==> src/rtl/cd4017_decade_decoder.sv <==
// Clocked decade counter with a registered one-hot decimal decoder (CD4017/CD4028 style).
// A BCD state is loaded or stepped and then expanded to a 10-bit one-hot output.
// Out-of-range loads raise a sticky error flag and blank the decoded output.
// Every output comes straight from a register; the next-state logic feeds those registers.
module cd4017_decade_decoder #(
    parameter int MODULUS = 10              // count length, legal range 2..10
) (
    input  logic       clk,
    input  logic       rst,
    input  logic [3:0] i_bcd,
    input  logic       i_load,
    input  logic       i_en,
    output logic [9:0] o,
    output logic       o_carry,
    output logic       o_tc,
    output logic       o_err
);

    // Constants narrowed to the 4-bit state width so all compares are 4-bit unsigned.
    localparam logic [3:0] MOD_VAL   = 4'(MODULUS);
    localparam logic [3:0] MOD_LAST  = 4'(MODULUS - 1);
    localparam logic [3:0] CARRY_LIM = 4'((MODULUS + 1) / 2);

    logic [3:0] q_q, q_d;
    logic       err_q, err_d;
    logic [9:0] o_q, o_d;
    logic       carry_q, carry_d;
    logic       tc_q, tc_d;

    // Next count state: load has priority over enable; enable is ignored while in error.
    always_comb begin
        q_d   = q_q;
        err_d = err_q;
        tc_d  = 1'b0;
        if (i_load) begin
            if (i_bcd < MOD_VAL) begin
                q_d   = i_bcd;
                err_d = 1'b0;
            end else begin
                q_d   = 4'd0;
                err_d = 1'b1;
            end
        end else if (i_en && !err_q) begin
            if (q_q == MOD_LAST) begin
                q_d  = 4'd0;
                tc_d = 1'b1;
            end else begin
                q_d = q_q + 4'd1;
            end
        end
    end

    // One-hot decode of the next state. Lines at or above MODULUS are tied low, and
    // an unreachable state value simply matches no line, leaving the output blank.
    generate
        for (genvar gi = 0; gi < 10; gi++) begin : g_decode
            if (gi < MODULUS) begin : g_live
                assign o_d[gi] = !err_d && (q_d == 4'(gi));
            end else begin : g_dead
                assign o_d[gi] = 1'b0;
            end
        end
    endgenerate

    // First half of the count cycle drives carry; blanked when in error.
    assign carry_d = !err_d && (q_d < CARRY_LIM);

    // State and output registers; reset acts immediately without waiting for a clock.
    always_ff @(posedge clk or posedge rst) begin
        if (rst) begin
            q_q     <= 4'd0;
            err_q   <= 1'b0;
            o_q     <= 10'b00_0000_0001;
            carry_q <= 1'b1;
            tc_q    <= 1'b0;
        end else begin
            q_q     <= q_d;
            err_q   <= err_d;
            o_q     <= o_d;
            carry_q <= carry_d;
            tc_q    <= tc_d;
        end
    end

    assign o       = o_q;
    assign o_carry = carry_q;
    assign o_tc    = tc_q;
    assign o_err   = err_q;

endmodule

==> config.mk <==
export PLATFORM = sky130hd
export DESIGN_NAME = cd4017_decade_decoder
export DESIGN_NICKNAME = d
export VERILOG_FILES = /design/src/rtl/cd4017_decade_decoder.sv
export SDC_FILE = /design/constraint.sdc
export NUM_CORES = 1
export LEC_CHECK = 0
export BUFFER_PORTS_ARGS = -buffer_cell sky130_fd_sc_hd__buf_2
export CAP_MARGIN = 20
export CORE_MARGIN = 2
export CORE_UTILIZATION = 54
export CTS_CLUSTER_DIAMETER = 80
export CTS_CLUSTER_SIZE = 28
export DETAILED_ROUTE_END_ITERATION = 10
export PLACE_DENSITY = 0.81
export SLEW_MARGIN = 20
export SYNTH_ARGS = -nofsm -noshare
export SYNTH_HDL_FRONTEND = slang
export SYNTH_SLANG_ARGS = --single-unit
==> constraint.sdc <==
create_clock -name clk -period 2.61 [get_ports clk]
set_clock_uncertainty 0.1 [all_clocks]
set_input_delay 0.261 -clock clk [delete_from_list [all_inputs] [get_ports clk]]
set_output_delay 0.261 -clock clk [all_outputs]
set_load 0.01 [all_outputs]
# Word level (Yosys, flattened, before mapping)
# Cells that the tools add are included.
[op_classes]
addsub = 1
n_mux = 9
n_reduce_logical = 15
n_lt_le_gt_ge = 2
n_eq_ne = 10
[op_table]
columns = ["op", "count"]
rows = [
  ["$eq 4x3->1 const B", 4],
  ["$mux 4", 4],
  ["$eq 4x4->1 const B", 3],
  ["$logic_and 1x1->1", 12],
  ["$eq 4x2->1 const B", 2],
  ["$mux 1", 5],
  ["$add 4x1->4 const B", 1],
  ["$eq 4x1->1 const B", 1],
  ["$logic_not 4->1", 1],
  ["$lt 4x3->1 const B", 1],
  ["$lt 4x4->1 const B", 1],
  ["$logic_not 1->1", 2],
]
[word_totals]
output_inout_bits = 13
inputBits = 8
elab_cells = 42
register_bits = 17

# Longest topological paths before layout
[depth]
ltp_word = 6
ltp_mapped = 6
ltp_nobuf = 5

# Worst setup path after synthesis
# Ideal clock, no wire load.
[synth_path]
kind = "flip-flop to flip-flop"
startpoint = "register err_q (netlist: o_err)"
endpoint = "register o_q[8] (netlist: o[8])"
setup_ns = 0.094
stages_incl_launch_ff = 5
n_path_buf = 0
path_slack_ns = 0.865
required_ns = 2.416
t_arrival_ns = 1.551
synth_period_minus_slack_ns = 1.745
cell_sequence = "dfrtp_1 nand4b_2 or3_1 a311o_1 a211oi_1"
[synth_via]
elab_chain_len = 6
elab_cells_between_ends = 8
classes_between = "eq/ne (1); mux (3); reduce/logical (4)"
[synth_lines]
columns = ["item", "line", "rtl"]
rows = [
  ["start, declared", "25", "logic err_q, err_d;"],
  ["start signal, assigned", "78", "err_q <= err_d;"],
  ["$logic_not 1->1", "43", "end else if (i_en && !err_q) begin"],
  ["$logic_and 1x1->1", "43", ""],
  ["$mux 4", "43", ""],
  ["$mux 4", "35", "if (i_load) begin"],
  ["$eq 4x4->1", "58", "assign o_d[gi] = !err_d && (q_d == 4'(gi));"],
  ["$logic_and 1x1->1 (*)", "58", ""],
  ["named net o_d[8]", "26", "logic [9:0] o_q, o_d;"],
  ["end signal, assigned", "73", "o_q <= 10'b00_0000_0001;"],
  ["end signal, assigned", "79", "o_q <= o_d;"],
  ["end, declared", "26", ""],
]
# Mark *: on every way through the listed nets, which the timed path passes. The rest lies on a longest branch.

# Final worst setup path
# Same ends and word-level chain as after synthesis.

==> impl_results.md <==
* Max FO, Critical Path at 7
* Cell Area, Placed at 937 µm²
* P&R area growth vs syn at 18.4%
* Synth top area cells: dfrtp_1, dfstp_2, nor2b_1
* Clock buffer depth at 2
* Synth Warn # at 0
* Final worst path period share at 72.1%
* Final std cells w/o fill at 122
* Clock transition at path regs at 0.09 ns
* Worst Max-Slew Pin Slew at 0.633 ns
* VDD IR max at 0.000393 V
* CP Capture Type: flip-flop
* #FFs+latches synth at 17
* Mean Syn Cell Area at 10.0 µm²
* Yosys top cell by area: dfrtp_1
* Worst Path Required at 2.71 ns
* Post-CTS Setup Inserts at 0
* Critical Path Source Type: flip-flop
* R2r endpoint: o[8]
* Post-route setup slack at 0.728 ns
* Final instance area at 973 µm²
* Number of diodes at 0
* Max_cap viols at 0
* Yosys top cell area share at 45.7%
* Syn nets at 90
* Status: complete, no violations
* P per Cell Area at 576 mW/mm²
* Worst relative slew slack at 57.8%
* Most frequent cells in the layout: buf_2, dfrtp_1, inv_1, nor2_1, o21ai_0
* IO Port Bufs at 20
* Cell area after synthesis at 822 µm²
* Drt pass-1 iters at 4
* DRC viols at 0
* Routability-driven placement congestion ratio at 0.941
* Seq/Total Area, Yosys at 52.1%
* Hold Fails Final Rpt at 0
* Vias in the first global route at 606
* First-pass GRT wire length at 2750 µm
* Hpwl dp at 1270 µm
* Die Y at 43.0 µm
* Drt initial violations at 21
* DIE AREA at 0.00185 mm²
* GRT Util Overall at 20.5%
* DR vias at 706
* Post-Syn Instances at 82
* Setup crit end: o[8]
* Crit. Startpoint: o_err
* Core outline area at 0.00147 mm²
* Initial antenna violation count at 0
* Clock Tree Root: clkbuf_4
* H-Tree Depth at 1
* Final wirelength at 1710 µm
* CTS tree: built
* Origin of the critical flop-to-flop path: o_err
* Hold crit path type: input pin to flip-flop
* Vias/cell at 5.79
* # rows at 14
* R2R cell count at 4
* Wire per inst at 14.0 µm
* Cell variety after synth at 30
* Hold slack final at 0.155 ns
* Final #Nets at 115
* CTS Buf Count at 3
* Die outline width at 43.0 µm
* Flop-to-flop setup slack at 0.73 ns
* Post-route ant nets at 0
* Clock Latency Late Sink at 0.29 ns
* Min cycle time layout at 1.88 ns
* Total negative setup slack at 0 ns
* Crit path kind: flip-flop to flip-flop
* Share of layout cells above drive strength 1 at 25.5%
* Clock sink total at 17
* Largest net degree at the start of global routing at 18
* RSZ-0062 raised after global routing: false
* Final Max Slew Viols at 0
* Pleak at 0.488 nW
* Pre-CTS setup slack at 0.755 ns
* DP Cell Count at 117
* FMAX at 531 MHz
* Final Setup Violations at 0
* Commonest non-fill, non-tap cell in the layout: buf_2
* Grt total ovfl at 0
* Critical path arrival at 1.98 ns
* # IOs at 21
* Initial core utilization at 55.9%
[metrics by stage]
stage               utilization [%]  total power [mW]
global route                   66.2             0.591
finish                         66.2             0.561
detailed placement             63.7             0.425
global placement               63.7             0.423
CTS                            66.2             0.562
floorplan                         -             0.386
[cells by family after synthesis]
logic type / count (synthesis) / synth area share, %
multiplexers: 1 / 1.22
buffers and inverters: 7 / 3.35
XOR/XNOR: 2 / 2.13
AO/OA/AOI/OAI: 23 / 19.3
AND/OR/NAND/NOR: 32 / 21.9
flip-flops: 17 / 52.1
[routing by layer]
| layer | vias to the layer above | track usage (%) | routed length [µm] |
|---|---|---|---|
| met5 | - | 0 | 0 |
| met1 | 320 | 29.6 | 776 |
| li1 | 345 | - | - |
| met2 | 36 | 28.2 | 753 |
| met3 | 5 | 5.11 | 134 |
| met4 | 0 | 10.9 | 44 |
[worst max-delay path, cell delays in order, from the launching register on]
cell and delay [ns]:
dfrtp_1 0.45, nand4b_2 0.28, or3_1 0.36, a311o_1 0.35, a211oi_1 0.25
[synthesized netlist by cell type]
library cell  number
o211ai_1           1
mux2i_1            1
nor3_1             4
nor4_1             2
nand3_1            2
inv_1              6
a211oi_1           3
xnor2_1            1
o21ba_2            1
dfrtp_1           15
o21ai_0            6
dfstp_2            2
or3_1              2
o21ai_1            1
a21oi_1            3
nand3b_1           2
buf_2              1
o21a_1             3
nand2_1            5
xor2_1             1
nor2b_1            5
o311a_1            1
a311o_1            1
a32oi_1            2
and3_1             1
nor2_1             6
nand4b_2           1
and2_1             1
o32ai_1            1
and4b_1            1
[timing repair]
action	CTS	global route
hold buffers	1	0
endpoints found under the hold margin	15	0
gates resized for setup	0	0
[registers in the layout (all words and copies together) (netlist names)]
| signal | count |
|---|---|
| q_q | 4 |
| o | 10 |
| o_err | 1 |
| o_carry | 1 |
| o_tc | 1 |
[worst min-delay path by stage]
stage	from	to	slack [ns]	cells past startpoint
finish	i_bcd[0]	o[0]	0.15	4
CTS	i_bcd[0]	o[0]	0.15	4
global placement	rst	q_q[3]	0.25	2
global route	i_bcd[0]	o[0]	0.19	4
floorplan	rst	o[1]	0.09	1
detailed placement	rst	o[8]	0.26	2
[report_power, final]
group	leakage [nW]	switching, mW	internal (mW)
logic	0.250	0.0707	0.0481
registers	0.223	0.0189	0.285
clock network	0.0150	0.0781	0.0595
[cell type report]
class	instances	area, µm²
well taps	16	20.0
clock buffers	4	26.3
repair buffers	21	110
multi-input cells	58	367
flip-flops and latches	17	428
fillers	131	498
inverters	6	22.5
(Power assumes the default switching activity.)
